--- config.mk ---
export PLATFORM = sky130hd
export DESIGN_NAME = rpsc_interlock_conditioner
export DESIGN_NICKNAME = d
export VERILOG_FILES = /design/src/rtl/rpsc_pkg.sv /design/src/rtl/rpsc_debounce_ch.sv /design/src/rtl/rpsc_interlock_conditioner.sv
export SDC_FILE = /design/constraint.sdc
export NUM_CORES = 1
export LEC_CHECK = 0
export CAP_MARGIN = 5
export CORE_AREA = 2 2 98 100
export DETAILED_ROUTE_END_ITERATION = 16
export DIE_AREA = 0 0 100 102
export DONT_BUFFER_PORTS = 1
export PLACE_DENSITY = 0.67
export SYNTH_ARGS = -nofsm -noshare
export SYNTH_HDL_FRONTEND = slang
export SYNTH_SLANG_ARGS = --single-unit
--- constraint.sdc ---
create_clock -name clk -period 8.1 [get_ports clk]
set_input_delay 1.62 -clock clk [delete_from_list [all_inputs] [get_ports clk]]
set_output_delay 1.62 -clock clk [all_outputs]
set_load 0.01 [all_outputs]
--- src/rtl/rpsc_pkg.sv ---
// rpsc_pkg: shared types and helpers for the RPSC interlock front-end and
// fault-latch cards.
package rpsc_pkg;

    // Per-channel debounce qualification states.
    typedef enum logic [1:0] {
        STABLE_LO = 2'd0,
        QUAL_HI   = 2'd1,
        STABLE_HI = 2'd2,
        QUAL_LO   = 2'd3
    } deb_state_e;

    // Width of each per-channel glitch counter.
    localparam int unsigned GLITCH_W = 8;

    // Widest channel vector the priority helper accepts.
    localparam int unsigned MAX_CH = 64;

    // Index of the lowest set bit of vec; 0 when vec is all zeros.
    function automatic int unsigned lowest_set_idx(input logic [MAX_CH-1:0] vec);
        int unsigned idx;
        logic        found;
        idx   = 0;
        found = 1'b0;
        for (int unsigned i = 0; i < MAX_CH; i++) begin
            if (vec[i] && !found) begin
                idx   = i;
                found = 1'b1;
            end
        end
        return idx;
    endfunction

endpackage

--- src/rtl/rpsc_debounce_ch.sv ---
// rpsc_debounce_ch: one interlock channel -- two-flop synchroniser,
// qualification FSM with counter, registered rising-edge pulse.
// Optional glitch counter compiled only with RPSC_GLITCH_CNT_EN.
module rpsc_debounce_ch
    import rpsc_pkg::*;
#(
    parameter int unsigned DEB_CYCLES = 16,
    parameter int unsigned CNT_W      = $clog2(DEB_CYCLES)
) (
    input  logic                clk_i,
    input  logic                rst_i,
    input  logic                raw_i,
`ifdef RPSC_GLITCH_CNT_EN
    input  logic                ack_i,
    output logic [GLITCH_W-1:0] glitch_cnt_o,
`endif
    output logic                clean_o,
    output logic                clean_next_o,
    output logic                rise_o
);

    localparam logic [CNT_W-1:0] CNT_LAST = CNT_W'(DEB_CYCLES - 1);

    logic             s1_q;
    logic             s2_q;
    deb_state_e       state_q;
    deb_state_e       state_d;
    logic [CNT_W-1:0] cnt_q;
    logic [CNT_W-1:0] cnt_d;
    logic             clean_q;
    logic             clean_d;
    logic             rise_q;

    // Synchroniser, FSM state, counter and clean/rise registers; fail-safe reset.
    always_ff @(posedge clk_i or posedge rst_i) begin
        if (rst_i) begin
            s1_q    <= 1'b1;
            s2_q    <= 1'b1;
            state_q <= STABLE_HI;
            cnt_q   <= '0;
            clean_q <= 1'b1;
            rise_q  <= 1'b0;
        end else begin
            s1_q    <= raw_i;
            s2_q    <= s1_q;
            state_q <= state_d;
            cnt_q   <= cnt_d;
            clean_q <= clean_d;
            rise_q  <= clean_d & ~clean_q;
        end
    end

    // Qualification: a new level must persist DEB_CYCLES synchronised cycles.
    always_comb begin
        state_d = state_q;
        cnt_d   = cnt_q;
        clean_d = clean_q;
        case (state_q)
            STABLE_LO: begin
                if (s2_q) begin
                    state_d = QUAL_HI;
                    cnt_d   = CNT_W'(1);
                end
            end
            QUAL_HI: begin
                if (!s2_q) begin
                    state_d = STABLE_LO;
                    cnt_d   = '0;
                end else if (cnt_q == CNT_LAST) begin
                    state_d = STABLE_HI;
                    cnt_d   = '0;
                    clean_d = 1'b1;
                end else begin
                    cnt_d = cnt_q + 1'b1;
                end
            end
            STABLE_HI: begin
                if (!s2_q) begin
                    state_d = QUAL_LO;
                    cnt_d   = CNT_W'(1);
                end
            end
            QUAL_LO: begin
                if (s2_q) begin
                    state_d = STABLE_HI;
                    cnt_d   = '0;
                end else if (cnt_q == CNT_LAST) begin
                    state_d = STABLE_LO;
                    cnt_d   = '0;
                    clean_d = 1'b0;
                end else begin
                    cnt_d = cnt_q + 1'b1;
                end
            end
            default: begin
                state_d = STABLE_HI;
                cnt_d   = '0;
                clean_d = 1'b1;
            end
        endcase
    end

    assign clean_o      = clean_q;
    assign clean_next_o = clean_d;
    assign rise_o       = rise_q;

`ifdef RPSC_GLITCH_CNT_EN
    logic                glitch_ev;
    logic [GLITCH_W-1:0] glitch_q;

    assign glitch_ev = ((state_q == QUAL_HI) && !s2_q) ||
                       ((state_q == QUAL_LO) &&  s2_q);

    // Saturating count of aborted qualifications; operator ack clears it.
    always_ff @(posedge clk_i or posedge rst_i) begin
        if (rst_i) begin
            glitch_q <= '0;
        end else if (ack_i) begin
            glitch_q <= '0;
        end else if (glitch_ev && (glitch_q != '1)) begin
            glitch_q <= glitch_q + 1'b1;
        end
    end

    assign glitch_cnt_o = glitch_q;
`endif

endmodule

--- src/rtl/rpsc_interlock_conditioner.sv ---
// rpsc_interlock_conditioner: per-channel sync/debounce of raw interlock
// contacts feeding the fault-latch cards, plus OR-reduced fault flag and
// first-fault capture for the operator display.
// Optional glitch counters enabled by defining RPSC_GLITCH_CNT_EN.
module rpsc_interlock_conditioner
    import rpsc_pkg::*;
#(
    parameter int unsigned N_CH       = 8,
    parameter int unsigned DEB_CYCLES = 16,
    parameter int unsigned CNT_W      = $clog2(DEB_CYCLES),
    parameter int unsigned IDX_W      = $clog2(N_CH)
) (
    input  logic                     clk,
    input  logic                     reset,
    input  logic [N_CH-1:0]          i_raw,
    input  logic                     i_ack,
    output logic [N_CH-1:0]          o_clean,
    output logic [N_CH-1:0]          o_rise,
    output logic                     o_any_fault,
    output logic                     o_ff_valid,
    output logic [IDX_W-1:0]         o_ff_idx,
    output logic [GLITCH_W*N_CH-1:0] o_glitch_cnt
);

    logic [N_CH-1:0]   clean;
    logic [N_CH-1:0]   clean_next;
    logic [N_CH-1:0]   rise;
    logic [MAX_CH-1:0] rise_ext;
    logic              any_fault_q;
    logic              ff_valid_q;
    logic              ff_valid_d;
    logic [IDX_W-1:0]  ff_idx_q;
    logic [IDX_W-1:0]  ff_idx_d;

    for (genvar g = 0; g < N_CH; g++) begin : g_ch
        rpsc_debounce_ch #(
            .DEB_CYCLES (DEB_CYCLES),
            .CNT_W      (CNT_W)
        ) u_ch (
            .clk_i        (clk),
            .rst_i        (reset),
            .raw_i        (i_raw[g]),
`ifdef RPSC_GLITCH_CNT_EN
            .ack_i        (i_ack),
            .glitch_cnt_o (o_glitch_cnt[GLITCH_W*g +: GLITCH_W]),
`endif
            .clean_o      (clean[g]),
            .clean_next_o (clean_next[g]),
            .rise_o       (rise[g])
        );
    end

`ifndef RPSC_GLITCH_CNT_EN
    assign o_glitch_cnt = '0;
`endif

    // Zero-extend rise vector to the width the shared priority helper takes.
    always_comb begin
        rise_ext           = '0;
        rise_ext[N_CH-1:0] = rise;
    end

    // First-fault capture: a rise coinciding with ack re-arms and captures.
    always_comb begin
        ff_valid_d = ff_valid_q;
        ff_idx_d   = ff_idx_q;
        if ((|rise) && (!ff_valid_q || i_ack)) begin
            ff_valid_d = 1'b1;
            ff_idx_d   = IDX_W'(lowest_set_idx(rise_ext));
        end else if (i_ack) begin
            ff_valid_d = 1'b0;
        end
    end

    // Fault summary registered from next-state so it tracks o_clean exactly.
    always_ff @(posedge clk or posedge reset) begin
        if (reset) begin
            any_fault_q <= 1'b1;
            ff_valid_q  <= 1'b0;
            ff_idx_q    <= '0;
        end else begin
            any_fault_q <= |clean_next;
            ff_valid_q  <= ff_valid_d;
            ff_idx_q    <= ff_idx_d;
        end
    end

    assign o_clean     = clean;
    assign o_rise      = rise;
    assign o_any_fault = any_fault_q;
    assign o_ff_valid  = ff_valid_q;
    assign o_ff_idx    = ff_idx_q;

endmodule

==> results of run 1 <==
## power by group
part | internal, mW | switching [mW] | leakage [nW]
logic | 0.0248 | 0.0444 | 0.823
clock network | 0.150 | 0.145 | 0.106
registers | 0.448 | 0.0238 | 1.02
total | 0.623 | 0.214 | 1.95
## final timing paths
kind                                                endpoint  slack, ns                              start  cells past startpoint
max in group asynchronous  g_ch[1].u_ch.cnt_q[0]$_DFFE_PP0P_       5.96                              reset                      2
setup reg to reg                       o_any_fault$_DFF_PP1_       6.25  g_ch[2].u_ch.cnt_q[0]$_DFFE_PP0P_                      6
setup / recovery                                  o_clean[6]       5.54     g_ch[6].u_ch.clean_o$_DFF_PP1_                      0
hold reg to reg                  g_ch[7].u_ch.s2_q$_DFF_PP1_       0.36        g_ch[7].u_ch.s1_q$_DFF_PP1_                      0
min in group asynchronous      g_ch[5].u_ch.rise_o$_DFF_PP0_       1.46                              reset                      2
hold / removal                   g_ch[7].u_ch.s2_q$_DFF_PP1_       0.36        g_ch[7].u_ch.s1_q$_DFF_PP1_                      0
## registers in the layout (all words and copies together), names as in the netlist, 3 cells and up, named ones only
| signal | cells |
|---|---|
| g_ch.u_ch.s2_q | 8 |
| g_ch.u_ch.clean_o | 8 |
| g_ch.u_ch.cnt_q | 32 |
| g_ch.u_ch.rise_o | 8 |
| g_ch.u_ch.state_q | 8 |
| g_ch.u_ch.s1_q | 8 |
| o_ff_idx | 3 |
## routing by layer
metal  global-route usage [%]  vias to the layer above  part of all wire, %
li1                         -                     1299                    -
met1                    18.82                     1270                   46
met2                    21.47                       85                   46
met3                    4.925                       11                  6.4
met4                    5.269                        0                  1.9
met5                        0                        -                    0
## area by class of cell
class / count / area [µm²] / share of cell area [%]
multi-input combinational: 310 / 1698 / 40.04
clock inverter: 6 / 62.56 / 1.475
sequential: 85 / 2168 / 51.14
clock buffer: 10 / 137.6 / 3.246
inverter: 7 / 27.53 / 0.6492
tap: 111 / 138.9 / 3.275
timing repair buffer: 1 / 7.507 / 0.1770
## metrics by stage
stage | total power, mW | hold slack (ns) | util (%) | worst slack, ns | area [µm²]
floorplan | 0.5574 | 0.3452 | - | 4.341 | 4518
global placement | 0.5451 | 0.3454 | 44.35 | 5.534 | 4040
detailed placement | 0.5484 | 0.3472 | 44.35 | 5.528 | 4040
CTS | 0.8492 | 0.3571 | 46.55 | 5.517 | 4240
global route | 0.8864 | 0.3607 | 46.55 | 5.499 | 4240
finish | 0.8363 | 0.3554 | 46.55 | 5.545 | 4240
## cells by family after synthesis
logic type / Yosys count
AO/OA/AOI/OAI: 86
AND/OR/NAND/NOR: 132
buffers and inverters: 92
multiplexers: 3
other: 1
adder cells (fa/ha/maj): 8
flip-flops: 85
XOR/XNOR: 17
## layout by cell type, fill, tap and decap left out, types with 2 or more instances in the layout
master / synthesis / layout
sky130_fd_sc_hd__dfstp_2: 33 / 33
sky130_fd_sc_hd__nor3b_1: 2 / 2
sky130_fd_sc_hd__clkinv_2: 0 / 4
sky130_fd_sc_hd__ha_1: 8 / 8
sky130_fd_sc_hd__nand3_1: 23 / 23
sky130_fd_sc_hd__clkinv_4: 0 / 2
sky130_fd_sc_hd__nand3b_1: 2 / 2
sky130_fd_sc_hd__dfrtp_1: 52 / 52
sky130_fd_sc_hd__nor3_1: 4 / 4
sky130_fd_sc_hd__nor2b_1: 2 / 2
sky130_fd_sc_hd__xor2_1: 13 / 13
sky130_fd_sc_hd__nand2b_1: 8 / 8
sky130_fd_sc_hd__conb_1: 1 / 64
sky130_fd_sc_hd__xnor2_1: 4 / 4
sky130_fd_sc_hd__a21oi_1: 25 / 25
sky130_fd_sc_hd__and2_1: 6 / 6
sky130_fd_sc_hd__clkbuf_8: 0 / 10
sky130_fd_sc_hd__o31ai_1: 7 / 7
sky130_fd_sc_hd__o21ai_1: 12 / 12
sky130_fd_sc_hd__mux2_2: 3 / 3
sky130_fd_sc_hd__nand4_1: 9 / 9
sky130_fd_sc_hd__o22a_1: 2 / 2
sky130_fd_sc_hd__o21ai_0: 26 / 26
sky130_fd_sc_hd__and4_1: 5 / 5
sky130_fd_sc_hd__nand2_1: 36 / 36
sky130_fd_sc_hd__a21o_1: 3 / 3
sky130_fd_sc_hd__nor2_1: 27 / 27
sky130_fd_sc_hd__a31o_2: 5 / 5
sky130_fd_sc_hd__inv_1: 7 / 6
## worst register-to-register path, delay by kind of cell, from the launching register on
family	cells	cell delay [ns]
simple gates	3	0.80
flops	1	0.43
fa+ha+maj	1	0.28
compound gates	2	0.25
==> run summary, run 1 <==
Summed over its instances, the top area cell type makes up 30.39% of the synthesized netlist area. The share of post-route cells with drive strength above 1 is 15.27%. The final-report hold violation count came to 0. The final critical-path share of the clock period is 31.55%. Entering global routing, the biggest net connects 86 pins.

The clock net in this run drives a total of 85 sinks. The region available for standard cell placement spans 9109 µm². Yosys instantiated no cell more often than sky130_fd_sc_hd__buf_4. The number of antenna cells inserted is 0.

The number of antenna violations at the first check in global routing is 0. The multiplexer area fraction after synthesis came out at 0.7890%. Clock tree synthesis selected as its root buffer the cell sky130_fd_sc_hd__clkbuf_8. The total via count in the routed design came out at 2665. The initial utilization of the core area, before any placement, comes to 47.01%. The number of max-slew violations in the final report is 0. Dividing total power by cell area gives a power density of 197.2 nW/µm². The number of hold buffers added after CTS was 0. Sorting the synthesized cells by area gives the leading types as sky130_fd_sc_hd__dfrtp_1 30%, sky130_fd_sc_hd__dfstp_2 20%, sky130_fd_sc_hd__buf_4 14%. The number of placed instances, taps included, is 514. The number of detailed-route iterations in the first pass is 4. The worst setup path is launched from a register. The number of unique standard cell types used by synthesis came out at 42. During placement, the flow inserted port buffers numbering 0.

The arrival time of the worst setup path is 0.94 ns. Summing the areas of all xor and xnor instances in the mapped netlist gives 3.477% of the synthesized area. The relative max-transition margin came out at 31.55%.

The post-synthesis compound-gate area fraction is 11.66%. The cell count after synthesis is 424. The share of the yosys chip area belonging to registers came out at 50.64%. The number of global-route vias before repair came out at 2375. In the routed layout, each cell is associated on average with a via count of 5.028. The number of top-level design ports came out at 96. The number of nets with antenna violations after detailed routing came out at 0.

The worst hold path belongs to the class register to register. The cell leakage power is 1.948 nW. The clock period could shrink to 2.555 ns. The number of cells in the finished layout apart from fillers came out at 530. The routability-driven placement congestion ratio came out at 0.7946.

TritonCTS built the clock tree. The share of flip-flops with an asynchronous set or reset is 100.0%. Setup repair after global routing left no endpoint under its margin. The clock latency on the worst-skew pair came out at 0.35 ns.

The H-tree was split into 3 levels. The post-CTS setup buffer count is 0. The routed length per placed instance is 12.63 µm. The worst setup path is captured at an output port. The transition time at the pin with the least slew margin came out at 1.027 ns. The number of enable-type register cells in the synthesized netlist came out at 0. For this run, design rule violations remaining after detail routing come to 0. After synthesis, the largest family of logic cells by area is simple AND/OR/NAND/NOR gates. The final net count came out at 433. The commonest cells after synthesis are 80 x sky130_fd_sc_hd__buf_4, 52 x sky130_fd_sc_hd__dfrtp_1, 36 x sky130_fd_sc_hd__nand2_1. Static timing analysis puts the maximum clock frequency at 0.3913 GHz. The vertical die dimension is 102 µm. The worst-case clock buffer depth is 2. Of the total synthesized cell area, the portion taken by AND, OR, NAND and NOR gates is 15.78%. The worst path required time came out at 6.48 ns. The number of rows in the core area came out at 35. The flip-flop and latch count after synthesis is 85.

The x dimension of the die came out at 100 µm. The combined area of all synthesized cells came out at 4282 µm². The die area is 10200 µm². By startpoint and endpoint, the worst setup path is classified as register to output port.

The average instance in the mapped netlist occupies 10.10 µm². The overall overflow remaining after global route is 0. The maximum fanout along the worst path is 4. The worst-case IR drop observed on VDD is 0.1225 mV. Yosys printed 0 warnings. After filler insertion, the fill cell instance count of the layout stands at 846. Summed over all instances, the cell type with the most area after synthesis is sky130_fd_sc_hd__dfrtp_1.

Post-CTS repair changed the size of 0 cells. The clock transition at the registers of the reported paths is 0.09 ns. The initial detailed-routing violation count came out at 174. The largest clock skew in the final design is 0.01152 ns.

Once detailed placement completed, the half-perimeter wirelength came to 4.817 mm. The number of clock buffers added by TritonCTS is 9. The area added between synthesis and finish came out at -0.9643%.

For this run, the leading register cell type out of synthesis is sky130_fd_sc_hd__dfrtp_1. Across every metal layer, demand over resource in global routing totals 14.12%. The setup-violating endpoint count in the final report is 0. The run finished with clean final reports. The final wirelength is 6.694 mm. The share of synthesized cell area in full adder, half adder and majority cells is 2.338%. The tool flagged a number of max-cap violations equal to 0.

The total negative setup slack came out at 0 ns. The first-pass GRT wire length is 11.19 mm.
Note: power is estimated with default switching activity, not from simulation.
==> run 2: changes to the inputs <==
==> constraint.sdc (replaced) <==
create_clock -name clk -period 2.4 [get_ports clk]
set_input_delay 0.48 -clock clk [delete_from_list [all_inputs] [get_ports clk]]
set_output_delay 0.48 -clock clk [all_outputs]
set_load 0.01 [all_outputs]
==> run 2 against run 1 <==
- power grew to 3.3 times the previous value
- sequential share of layout area down 0.18 points
- combinational power rose to 3.5 times the previous value
- highest routed layer unchanged
- hold slack got worse by 0.30 ns
- wire length down 0.76%
- clock power rose to 3.3 times the previous value
- flip-flop and latch count did not move
- sequential power grew to 3.4 times the previous value
- critical path type is now register to register
==> run summary, run 2 (synthesis gave the netlist of run 1 again) <==
STA puts the critical path data required time at 2.66 ns. The cell leakage power is 1.944 nW. The final wirelength came out at 6.643 mm.

The number of antenna cells inserted came out at 0. The share of post-route cells with drive strength above 1 came out at 15.00%. The CTS tree is yes.

STA classifies the critical path startpoint as a register. The endpoint kind of the worst setup timing path is a register. The flow ran to the end, and the final reports show no timing, DRC or antenna violations. For this run the aggregate overflow at the end of global routing stands at 0. The routed length per placed instance came out at 12.51 µm. The worst-case clock buffer depth is 2. Dividing the detail-routed via count by the number of cells gives 4.979. Setup slack on the critical path of the routed design comes to 0.6896 ns. The all-layer global routing usage came out at 13.82%. In this run the number of H-tree levels came out at 3.

The maximum fanout along the worst path came out at 6. The internal reg-to-reg setup slack is 0.69 ns. The placed instance count is 515. The post-cts hold buffer count is 0.

The clock transition at the registers of the reported paths came out at 0.08 ns. The number of global-route vias before repair came to 2393. The wire-length estimate of the detail-placed layout is 4.973 mm. The number of antenna violations at the first check in global routing came out at 0.

The count of filler cells inserted in the layout is 850. Setup repair after global routing left no endpoint under its margin. The critical path is of the register to register type. The number of rows in the core area is 35. The transition time at the pin with the least slew margin is 0.5681 ns. The tree is rooted in a sky130_fd_sc_hd__clkbuf_8. The number of max-slew violations in the final report is 0. The commonest non-fill, non-tap cell in the layout is sky130_fd_sc_hd__conb_1.

The number of port buffers came out at 0. The arrival time of the worst setup path came out at 1.97 ns. The tool flagged a number of max-cap violations equal to 0. The vertical die dimension is 102 µm. The initial detailed-routing violation count is 130. The maximum number of pins on one net before global-route repair came out at 45.

The flip-flop count of the largest register, all copies and words added came out at 32. Measured along the x axis, the die boundary spans 100 µm. The sequential cells in the finished layout cover a total of 2168 µm². Setup violations remaining at the end of the flow were counted as 0. The number of nets with antenna violations after detailed routing came out at 0. The die area came out at 10200 µm².

The number of top-level design ports came out at 96. The total negative setup slack came out at 0 ns. The largest clock skew in the final design is 0.007181 ns. The final critical-path share of the clock period is 71.27%.

The worst IR drop on VDD is 0.4654 mV. The top cell types in the final layout, fill and taps aside, are 64 x sky130_fd_sc_hd__conb_1, 52 x sky130_fd_sc_hd__dfrtp_1, 36 x sky130_fd_sc_hd__nand2_1, 33 x sky130_fd_sc_hd__dfstp_2, 27 x sky130_fd_sc_hd__nor2_1. Summing all multi-input logic gate instances after layout gives 1698 µm².

The first detailed-routing pass took 4 iterations. The tightest min-delay check is of the input port to async pin type. The clock period minus final worst setup slack is 1.710 ns. The final net count is 434.

The maximum clock rate is 0.5847 GHz. The initial core utilization came out at 47.01%. The final-report hold violation count is 0.

After floorplanning, the core was sized to cover 9109 µm². Before CTS, the worst setup slack after placement is 0.6766 ns. The tree built by TritonCTS fans out to 85 sinks. The area added between synthesis and finish came out at -0.6137%. The routability-driven placement congestion ratio is 0.8128. In this run the power density over the cells is 656.9 nW/µm². The number of cells in the finished layout apart from fillers came out at 531. Post-CTS timing repair inserted 0 buffers for setup. The post-cts sizing count is 0. At the later pin of the worst-skew pair, clock insertion delay measures 0.34 ns. The total CTS buffers is 9. Ranked by flip-flop count, first place goes to g_ch.u_ch.cnt_q. The first-pass GRT wire length is 11.13 mm.

The relative max-transition margin is 62.04%. The total via count in the routed design came out at 2644. The number of DRC violations after detailed routing came out at 0.
[run 2: changes by cell type in the layout (fill, tap and decap cells not counted)]
cell	previous run	this run
sky130_fd_sc_hd__clkbuf_1	0	2
sky130_fd_sc_hd__clkinv_4	2	0
sky130_fd_sc_hd__clkinv_2	4	2
sky130_fd_sc_hd__clkinvlp_4	0	2
sky130_fd_sc_hd__buf_12	0	1
[run 2: area by class of cell]
class | count | share of cell area, %
clock buffers | 12 | 3.411
clock inverters | 4 | 1.117
inverters | 7 | 0.7057
multi-input cells | 310 | 39.90
flip-flops and latches | 85 | 50.96
well taps | 111 | 3.264
repair buffers | 2 | 0.6469
[run 2: worst paths after layout]
path | start | to | cells after the start
min in group clk | i_raw[7] | g_ch[7].u_ch.s1_q$_DFF_PP1_ | 0
worst min register to register | g_ch[4].u_ch.s1_q$_DFF_PP1_ | g_ch[4].u_ch.s2_q$_DFF_PP1_ | 0
worst max register to register | g_ch[2].u_ch.cnt_q[0]$_DFFE_PP0P_ | o_any_fault$_DFF_PP1_ | 6
worst max-delay path | g_ch[2].u_ch.cnt_q[0]$_DFFE_PP0P_ | o_any_fault$_DFF_PP1_ | 6
worst min-delay path | reset | g_ch[4].u_ch.cnt_q[3]$_DFFE_PP0P_ | 1
max in group asynchronous | reset | async pin | 2
[run 2: through the flow]
stage               cell area [µm²]  total power [mW]  hold slack (ns)  utilization (%)
finish                         4255             2.795          0.05905            46.72
global route                   4255             2.956          0.08268            46.72
floorplan                      4522             1.882           0.3452                -
detailed placement             4063             1.859           0.3478            44.60
CTS                            4255             2.840          0.06657            46.72
global placement               4063             1.844           0.3462            44.60
[run 2: power by group]
part / internal (mW) / switching, mW
clock: 0.507 / 0.457
sequential: 1.51 / 0.0810
combinational: 0.0874 / 0.152
total: 2.11 / 0.690
[run 2: worst max-delay path, cell delays in order, from the launching register on]
cell and delay (ns):
sky130_fd_sc_hd__dfrtp_1 0.42, sky130_fd_sc_hd__ha_1 0.28, sky130_fd_sc_hd__and4_1 0.26, sky130_fd_sc_hd__a21oi_1 0.18, sky130_fd_sc_hd__a21oi_1 0.08, sky130_fd_sc_hd__nor4_1 0.33
sky130_fd_sc_hd__nand2_1 0.08
[run 2: per-layer routing]
| metal | vias to the layer above | global-route usage (%) | wire, µm |
|---|---|---|---|
| li1 | 1299 | - | - |
| met1 | 1261 | 16.53 | 2826 |
| met5 | - | 0 | 0 |
| met4 | 0 | 3.056 | 41 |
| met3 | 5 | 6.840 | 562 |
| met2 | 79 | 22.71 | 3212 |
